<file path="src/rtl/block_mac_2x2_if.sv">
// block_mac_2x2_if: operand/result handshake bundle for the 2x2 block MAC.
//   in_valid/in_ready : operand-pair handshake (upstream -> unit)
//   in_first/in_last  : tile framing for the pair (clear before / present after)
//   a00..a11, b00..b11: 2x2 operand sub-blocks, (row, col)
//   out_valid/out_ready: result-tile handshake (unit -> write-back)
//   c00..c11          : accumulator contents
// master = upstream/consumer side, slave = the MAC unit.
interface block_mac_2x2_if #(
    parameter int DATA_WIDTH = 32
);
    logic                  in_valid;
    logic                  in_ready;
    logic                  in_first;
    logic                  in_last;
    logic [DATA_WIDTH-1:0] a00, a01, a10, a11;
    logic [DATA_WIDTH-1:0] b00, b01, b10, b11;
    logic                  out_valid;
    logic                  out_ready;
    logic [DATA_WIDTH-1:0] c00, c01, c10, c11;

    modport master (
        output in_valid, in_first, in_last,
        output a00, a01, a10, a11, b00, b01, b10, b11,
        output out_ready,
        input  in_ready, out_valid,
        input  c00, c01, c10, c11
    );

    modport slave (
        input  in_valid, in_first, in_last,
        input  a00, a01, a10, a11, b00, b01, b10, b11,
        input  out_ready,
        output in_ready, out_valid,
        output c00, c01, c10, c11
    );
endinterface

</file>
<file path="src/rtl/block_mac_2x2.sv">
// block_mac_2x2: accumulates C += A*B over a stream of 2x2 sub-block pairs
// using a single time-shared multiplier (8 multiply-adds per pair).
//   clk   : rising-edge clock
//   reset : asynchronous, active-low
//   bus   : block_mac_2x2_if.slave (operand handshake in, result tile out)
// Accepts a pair only in IDLE, spends 8 cycles in MUL, then either returns to
// IDLE (more pairs for this tile) or sits in OUT until the consumer takes C.
module block_mac_2x2 #(
    parameter int DATA_WIDTH = 32
) (
    input  logic            clk,
    input  logic            reset,
    block_mac_2x2_if.slave  bus
);
    localparam int W = DATA_WIDTH;

    typedef enum logic [1:0] {
        IDLE = 2'd0,
        MUL  = 2'd1,
        OUT  = 2'd2
    } state_t;

    // Element index = row*2 + col, so [0]=x00, [1]=x01, [2]=x10, [3]=x11.
    typedef logic [3:0][W-1:0] blk_t;

    state_t     state_q, state_d;
    logic [2:0] k_q, k_d;
    blk_t       a_q, a_d;
    blk_t       b_q, b_d;
    blk_t       acc_q, acc_d;
    logic       last_q, last_d;

    // k decodes as i=k[2], j=k[1], m=k[0]; term is c_ij += a_im * b_mj.
    logic [1:0]   a_idx, b_idx, acc_idx;
    logic [W-1:0] prod_lo;

    assign a_idx   = {k_q[2], k_q[0]};
    assign b_idx   = {k_q[0], k_q[1]};
    assign acc_idx = {k_q[2], k_q[1]};

    // Only the low W bits of the signed 2W-bit product are kept; those bits
    // are identical for signed and unsigned multiplication, so a W-bit
    // multiply gives the truncated signed product directly.
    assign prod_lo = a_q[a_idx] * b_q[b_idx];

    always_comb begin
        state_d = state_q;
        k_d     = k_q;
        a_d     = a_q;
        b_d     = b_q;
        acc_d   = acc_q;
        last_d  = last_q;
        unique case (state_q)
            IDLE: begin
                if (bus.in_valid) begin
                    a_d     = {bus.a11, bus.a10, bus.a01, bus.a00};
                    b_d     = {bus.b11, bus.b10, bus.b01, bus.b00};
                    last_d  = bus.in_last;
                    k_d     = '0;
                    state_d = MUL;
                    if (bus.in_first) begin
                        acc_d = '0;
                    end
                end
            end
            MUL: begin
                acc_d[acc_idx] = acc_q[acc_idx] + prod_lo;
                k_d            = k_q + 3'd1;
                if (k_q == 3'd7) begin
                    state_d = last_q ? OUT : IDLE;
                end
            end
            OUT: begin
                // Accumulators stay put on exit; the next in_first clears them.
                if (bus.out_ready) begin
                    state_d = IDLE;
                end
            end
            default: state_d = IDLE;
        endcase
    end

    always_ff @(posedge clk or negedge reset) begin
        if (!reset) begin
            state_q <= IDLE;
            k_q     <= '0;
            a_q     <= '0;
            b_q     <= '0;
            acc_q   <= '0;
            last_q  <= 1'b0;
        end else begin
            state_q <= state_d;
            k_q     <= k_d;
            a_q     <= a_d;
            b_q     <= b_d;
            acc_q   <= acc_d;
            last_q  <= last_d;
        end
    end

    // Handshake outputs decode state only.
    assign bus.in_ready  = (state_q == IDLE);
    assign bus.out_valid = (state_q == OUT);
    assign bus.c00       = acc_q[0];
    assign bus.c01       = acc_q[1];
    assign bus.c10       = acc_q[2];
    assign bus.c11       = acc_q[3];
endmodule

</file>
<file path="src/flat_wrapper.sv">
// flat-port wrapper written by rule: the top's interface ports become plain ports
module block_mac_2x2_flat 
#(
    parameter int DATA_WIDTH = 32
)
  (clk, reset, bus_in_valid, bus_in_first, bus_in_last, bus_a00, bus_a01, bus_a10, bus_a11, bus_b00, bus_b01, bus_b10, bus_b11, bus_out_ready, bus_in_ready, bus_out_valid, bus_c00, bus_c01, bus_c10, bus_c11);
  block_mac_2x2_if #(.DATA_WIDTH(DATA_WIDTH)) bus_i ();
  input  logic clk;
  input  logic reset;
  input wire logic [$bits(bus_i.in_valid)-1:0] bus_in_valid;
  input wire logic [$bits(bus_i.in_first)-1:0] bus_in_first;
  input wire logic [$bits(bus_i.in_last)-1:0] bus_in_last;
  input wire logic [$bits(bus_i.a00)-1:0] bus_a00;
  input wire logic [$bits(bus_i.a01)-1:0] bus_a01;
  input wire logic [$bits(bus_i.a10)-1:0] bus_a10;
  input wire logic [$bits(bus_i.a11)-1:0] bus_a11;
  input wire logic [$bits(bus_i.b00)-1:0] bus_b00;
  input wire logic [$bits(bus_i.b01)-1:0] bus_b01;
  input wire logic [$bits(bus_i.b10)-1:0] bus_b10;
  input wire logic [$bits(bus_i.b11)-1:0] bus_b11;
  input wire logic [$bits(bus_i.out_ready)-1:0] bus_out_ready;
  output wire logic [$bits(bus_i.in_ready)-1:0] bus_in_ready;
  output wire logic [$bits(bus_i.out_valid)-1:0] bus_out_valid;
  output wire logic [$bits(bus_i.c00)-1:0] bus_c00;
  output wire logic [$bits(bus_i.c01)-1:0] bus_c01;
  output wire logic [$bits(bus_i.c10)-1:0] bus_c10;
  output wire logic [$bits(bus_i.c11)-1:0] bus_c11;
  assign bus_i.in_valid = bus_in_valid;
  assign bus_i.in_first = bus_in_first;
  assign bus_i.in_last = bus_in_last;
  assign bus_i.a00 = bus_a00;
  assign bus_i.a01 = bus_a01;
  assign bus_i.a10 = bus_a10;
  assign bus_i.a11 = bus_a11;
  assign bus_i.b00 = bus_b00;
  assign bus_i.b01 = bus_b01;
  assign bus_i.b10 = bus_b10;
  assign bus_i.b11 = bus_b11;
  assign bus_i.out_ready = bus_out_ready;
  assign bus_in_ready = bus_i.in_ready;
  assign bus_out_valid = bus_i.out_valid;
  assign bus_c00 = bus_i.c00;
  assign bus_c01 = bus_i.c01;
  assign bus_c10 = bus_i.c10;
  assign bus_c11 = bus_i.c11;
  block_mac_2x2 #(.DATA_WIDTH(DATA_WIDTH)) u_core (.clk(clk), .reset(reset), .bus(bus_i));
endmodule
</file>
<file path="config.mk">
export PLATFORM = sky130hd
export DESIGN_NAME = block_mac_2x2_flat
export DESIGN_NICKNAME = d
export VERILOG_FILES = /design/src/rtl/block_mac_2x2_if.sv /design/src/rtl/block_mac_2x2.sv /design/src/flat_wrapper.sv
export SDC_FILE = /design/constraint.sdc
export NUM_CORES = 2
export LEC_CHECK = 0
export ABC_AREA = 0
export CAP_MARGIN = 20
export CORE_ASPECT_RATIO = 2
export CORE_MARGIN = 5
export CORE_UTILIZATION = 50
export DETAILED_ROUTE_END_ITERATION = 16
export DONT_BUFFER_PORTS = 1
export GPL_TIMING_DRIVEN = 0
export PLACE_DENSITY = 0.65
export SETUP_SLACK_MARGIN = 0.5
export SYNTH_ARGS = -nofsm -noshare
export SYNTH_HDL_FRONTEND = slang
export SYNTH_SLANG_ARGS = --single-unit
</file>
<file path="constraint.sdc">
create_clock -name clk -period 8.3 [get_ports clk]
set_input_delay 2.075 -clock clk [delete_from_list [all_inputs] [get_ports clk]]
set_output_delay 2.075 -clock clk [all_outputs]
set_load 0.02 [all_outputs]
</file>
Word level (Yosys, flattened, before mapping)
Cells that the tools add are included.
{ "classes": {"addsub": 2, "mul": 1, "div": 0, "magnitude_cmp": 4, "n_eq_ne": 7, "shifts": 0, "n_mux": 19, "n_bitwise": 0, "n_reduce_logical": 7} }
{ "op_table": {"columns": ["op", "count"], "rows": [
  ["128-bit two-way mux", 2],
  ["128-bit case mux with 2 select lines", 1],
  ["32-bit binary-select mux with 2-bit select", 3],
  ["128-bit bitwise mux", 1],
  ["32-bit two-way mux", 4],
  ["32-bit demux with 2-bit select", 1],
  ["32-bit adder", 1],
  ["32-bit by 32-bit multiplier with 32-bit output", 1],
  ["2-bit by 3-bit less-than comparator with 1-bit output, second input constant", 3],
  ["2-bit two-way mux", 4],
  ["2-bit inequality test, second input constant", 3],
  ["2-bit case mux with 3 select lines", 1],
  ["3-bit case mux with 2 select lines", 1],
  ["3-bit AND reduction", 2],
  ["2-bit AND reduction", 2],
  ["3-bit by 1-bit adder with 3-bit output, second input constant", 1],
  ["3-bit equality test, second input constant", 1],
  ["3-bit two-way mux", 1],
  ["2-bit by 1-bit equality test with 1-bit output, second input constant", 1],
  ["2-bit equality test, second input constant", 1],
  ["2-bit by 1-bit greater-or-equal comparator with 1-bit output, second input constant", 1],
  ["2-bit logical NOT", 1],
  ["2-bit by 1-bit inequality test with 1-bit output, second input constant", 1],
  ["2-bit nonzero test", 1],
  ["1-bit logical AND", 1]
]} }
{ "word_totals": {"reg_bits": 390, "latchBits": 0, "mem_bits_rw": 0, "mem_bits_ro": 0, "output_inout_bits": 130, "elab_cells": 55, "n_memories": 0} }

Longest topological paths before layout
{ "depth": {"ltp_word": 6, "mapped_depth": 36} }

Worst setup path before layout
No wires, ideal clock.
{ "synth_timing": {"path_type": "register -> register", "startpoint": "reg u_core.k_q[1]", "endpoint": "reg u_core.acc_q (netlist bit u_core.bus.c00[31])", "setup_time_ps": 124, "t_arrival_ps": 8386, "path_slack_ps": -210, "stages_incl_launch_ff": 32, "path_buffers": 5, "synth_period_minus_slack_ps": 8510, "path_cell_list": "dfrtp_1 buf_6 buf_8 buf_4 buf_1 buf_1 mux4_2 inv_1 fa_1 inv_1 fa_1 fa_1 inv_1 fa_1 inv_1 fa_1 inv_1 fa_1 inv_1 fa_1 inv_1 fa_1 inv_1 ha_1 a21o_1 a21o_1 a211oi_1 nor2_1 a21o_1 a211oi_1 xnor2_2 o21ai_1"} }
{ "synth_via": {"elab_chain_len": 6, "elab_cells_between_ends": 13, "classes_between": "1 x add/sub; 1 x mul; 2 x order compare; 8 x mux; 1 x reduce/logical"} }
{ "synth_lines": {"columns": ["element", "line", "text"], "rows": [
  ["start, declared", "block_mac_2x2.sv:27", "logic [2:0] k_q, k_d;"],
  ["start signal, assigned", "block_mac_2x2.sv:93", "k_q <= k_d;"],
  ["32-bit binary-select mux with 2-bit select, or another cell as far along", "block_mac_2x2.sv:44", "assign prod_lo = a_q[a_idx] * b_q[b_idx];"],
  ["32-bit two-way mux (not written as such) / 1-bit logical AND (equally long branches)", "block_mac_2x2.sv:44, block_mac_2x2.sv:67", null],
  ["32-bit by 32-bit multiplier with 32-bit output / 32-bit two-way mux (equally long branches)", "block_mac_2x2.sv:44, block_mac_2x2.sv:67", null],
  ["32-bit adder / 32-bit demux with 2-bit select (equally long branches)", null, null],
  ["128-bit bitwise mux (*)", "block_mac_2x2.sv:67", "acc_d[acc_idx] = acc_q[acc_idx] + prod_lo;"],
  ["128-bit case mux with 2 select lines (*)", "block_mac_2x2.sv:53", "unique case (state_q)"],
  ["end signal, assigned", "block_mac_2x2.sv:89", "acc_q <= '0;"],
  ["end signal, assigned", "block_mac_2x2.sv:96", "acc_q <= acc_d;"],
  ["end, declared", "block_mac_2x2.sv:30", "blk_t acc_q, acc_d;"]
]} }
Mark *: on every way between the ends. The rest lies on a longest branch, timed or not. The select of a mux whose other input is x is not followed.
A chain may end at the register's enable or synchronous reset.

Worst setup path in the final report
{ "layout_timing": {"startpoint": "reg u_core.k_q[1]", "endpoint": "reg u_core.acc_q (netlist bit u_core.bus.c10[26])"} }
The elaborated chain is that of the path after synthesis.

==> results.py <==
metrics = {
    "logic_synthesis": {
        "synthDistinctLibCells": 62,
        "ys_seq_area_frac": 0.2901,
        "synth_edf_count": 0,
        "synthArstFlopShare": 1.000,
        "synth_nets": 3897,
        "synth_flop_cell": "dfrtp_1",
        "ys_ff_latch": 390,
        "synth_cells": 3071,
        "avgSynthCellArea_um2": 10.96,
        "yosys_warnings": 0,
        "netlist_area_um2": 33640,
    },
    "route": {
        "drt_wl_total_um": 128900,
        "routed-via-count": 24740,
        "ant_nets": 0,
        "routed_via_density": 5.913,
        "routedWlPerCell_um": 30.81,
        "drtIter0Drc": 1580,
        "drc": 0,
        "first_pass_iters": 6,
    },
    "worst_setup_path": {
        "path_delay_family": "adder cells",
        "slowest_stage": "fa_1",
        "r2r_slack_ns": 0.03,
        "critPathArrivalTime_ns": 8.75,
        "critPathRequiredTime_ns": 8.78,
        "r2r_cells": 32,
        "critPathLaunchType": "flop",
        "end_kind": "flop",
        "r2r-end": "u_core.bus.c10[26]",
        "crit_top_cell": "fa_1",
        "crit_buf_inv": 12,
        "cpPeakStageDelay_ns": 0.58,
        "critPathMaxFanout": 5,
        "critPathKind": "reg2reg",
        "timing.rr.start": "u_core.k_q[1]",
    },
    "grt": {
        "grt_max_degree": 391,
        "grt.total_usage": 0.3511,
        "grt-ovfl-total": 0,
        "grt_pass1_vias": 27500,
        "grt_pass1_wl_um": 186100,
        "antenna_found_initial": 11,
    },
    "clocking": {
        "cts.sinks": 390,
        "htreeDepth": 2,
        "clk_pin_slew_worst_paths_ns": 0.07,
        "cts_buffers": 35,
        "clockBufferDepth": 3,
        "root_buffer": "clkbuf_16",
        "clock_insertion_delay_worst_skew_ns": 0.59,
        "cts_tree": "built",
    },
    "hold_path": {
        "worstHoldPathCells": 1,
        "worstHoldStart": "u_core.b_q[120]",
        "hold_path.class": "reg2reg",
        "worstHoldEndpoint": "u_core.b_q[120]",
    },
    "timing": {
        "fin_crit_ns": 8.273,
        "rsz0062_at_grt": "yes",
        "fmax_ghz": 0.1209,
        "hold_ws_ns": 0.5061,
        "slew_violations": 0,
        "fin_worst_skew_ns": 0.03406,
        "worstMarginPinSlew_ns": 1.227,
        "finalCritPeriodShare": 0.9968,
        "hold_viol": 0,
        "relSlewSlack": 0.1820,
        "setup_viol": 0,
    },
    "placed_design": {
        "place.gp.congestion": 0.9857,
        "port-buffer-count": 0,
        "dpl.hpwl_um": 102900,
    },
    "die": {
        "io_pins": 392,
        "dieArea_um2": 72890,
        "die-width_um": 193.4,
        "core_um2": 66730,
        "die_y_um": 376.8,
        "start_util": 0.5042,
        "fp-row-count": 134,
    },
    "job": {
        "cap_violations": 0,
    },
    "final_layout": {
        "area_growth_syn_to_layout_pct": 17.65,
        "fin_nets": 4095,
        "layout-drive-gt1-share": 0.2699,
    },
    "status": {
        "status": "finished clean",
    },
}
## cell type report
| cell class | count | area, um2 |
|---|---|---|
| Buffer | 142 | 1465 |
| Inverter | 529 | 2003 |
| Timing Repair Buffer | 161 | 1572 |
| Multi-Input combinational cell | 2010 | 22500 |
| Clock inverter | 13 | 167.7 |
| Clock buffer | 49 | 988.4 |
| Sequential cell | 390 | 9761 |
| Tap cell | 884 | 1106 |
| Fill cell | 5676 | 27150 |
| Antenna cell | 6 | 15.01 |
## layout by cell type, fill, tap and decap left out, types with 8 or more instances in the layout
cell       synthesis  layout
ha_1             126      99
mux2i_4            9      22
buf_12             2      32
buf_4              5     128
nor2_1           282     256
nor2_4             1       9
mux2i_2           11      20
buf_6              9      26
clkbuf_1         100      54
a22o_1           114     114
nor2_2             0      18
ha_4               0      24
o21ai_2            1       9
mux2_2           269     264
dfrtp_1          390     389
nand2_4            0      19
nand2_1          322     294
a21oi_1           30      19
clkbuf_16          0      48
a21o_1            14      13
xnor2_1           62      55
nand2b_1          25      25
a21oi_2            0      10
mux4_2            54      55
nor2b_1           11      11
fa_1             438     420
xor2_1            18      14
clkbuf_2           0       8
inv_1            529     478
mux2i_1           86      64
clkbuf_4           0      12
fa_2               0      18
inv_2              0      45
and2_1            37      37
o21ai_1            8       8
clkbuf_8           0      18
o21ai_0           29      17
buf_8              4      11
## metrics by stage
step	worst slack, ns	util	setup TNS (ns)	instances	cell area (um2)
floorplan	0.5026	-	0	3071	33710
global placement	-1.714	0.5218	-93.72	3955	34820
detailed placement	-1.795	0.5230	-101.37	3960	34900
CTS	0.03591	0.5771	0	4126	38510
global route	-0.1597	0.5931	-3.464	4181	39570
finish	0.02693	0.5932	0	4184	39580
## flip-flops by register name (all words and copies together) (netlist names)
name,cells
u_core.a_q,128
u_core.b_q,128
u_core.bus.c00,32
u_core.bus.c01,32
u_core.bus.c10,32
u_core.bus.c11,32
u_core.k_q,3
u_core.state_q,2
u_core.last_q,1
## synthesized netlist by cell type, types with 11 or more instances
| cell | count | area [um2] |
|---|---|---|
| a21oi_1 | 30 | 150.1 |
| mux2i_1 | 86 | 860.8 |
| o21ai_0 | 29 | 145.1 |
| nor2b_1 | 11 | 68.82 |
| and2_1 | 37 | 231.5 |
| a21o_1 | 14 | 105.1 |
| xor2_1 | 18 | 157.7 |
| mux2_2 | 269 | 3029 |
| a22o_1 | 114 | 998.5 |
| mux4_2 | 54 | 1216 |
| clkbuf_1 | 100 | 375.4 |
| nand2b_1 | 25 | 156.4 |
| nor2_1 | 282 | 1059 |
| xnor2_1 | 62 | 543.0 |
| ha_1 | 126 | 1577 |
| buf_1 | 20 | 75.07 |
| fa_1 | 438 | 8768 |
| inv_1 | 529 | 1986 |
| nand2_1 | 322 | 1209 |
| mux2i_2 | 11 | 151.4 |
| dfrtp_1 | 390 | 9759 |
## worst max-delay path by stage
stage	cells after the start	slack, ns	endpoint	from
5_1_grt	35	-0.16	u_core.bus.c10[29]	u_core.k_q[2]
3_5_place_dp	30	-1.79	u_core.bus.c01[29]	u_core.k_q[0]
3_3_place_gp	30	-1.71	u_core.bus.c10[29]	u_core.k_q[0]
4_1_cts	30	0.04	u_core.bus.c01[26]	u_core.k_q[1]
6_report	32	0.03	u_core.bus.c10[26]	u_core.k_q[1]
2_1_floorplan	30	0.50	u_core.bus.c00[28]	u_core.k_q[1]
## cells by family (layout without fill, tap and decap cells)
group / Yosys count / in the layout / synth area share
XOR/XNOR: 83 / 83 / 0.02250
other: 0 / 6 / 0
buffers and inverters: 671 / 894 / 0.07981
adder cells (fa/ha/maj): 564 / 564 / 0.3075
multiplexers: 431 / 431 / 0.1635
AND/OR/NAND/NOR: 709 / 709 / 0.08710
AO/OA/AOI/OAI: 223 / 223 / 0.04950
flip-flops: 390 / 390 / 0.2901
## repair_timing
item | CTS | global route
setup endpoints to repair | 92 | 70
pin swaps | 82 | 82
hold buffers | 0 | 0
resized for setup | 382 | 165
cloned | 5 | 1
setup buffers | 99 | 51
## metal layers
metal	routed length [um]	part of all wire	global-route usage
met1	37820	0.29	0.3301
met2	67470	0.52	0.6478
met3	8692	0.067	0.07031
met4	14890	0.12	0.2908
met5	21	0.00016	0
Power is not shown: default switching activity piles up to over one toggle a cycle in this logic, so the estimate is an artifact.
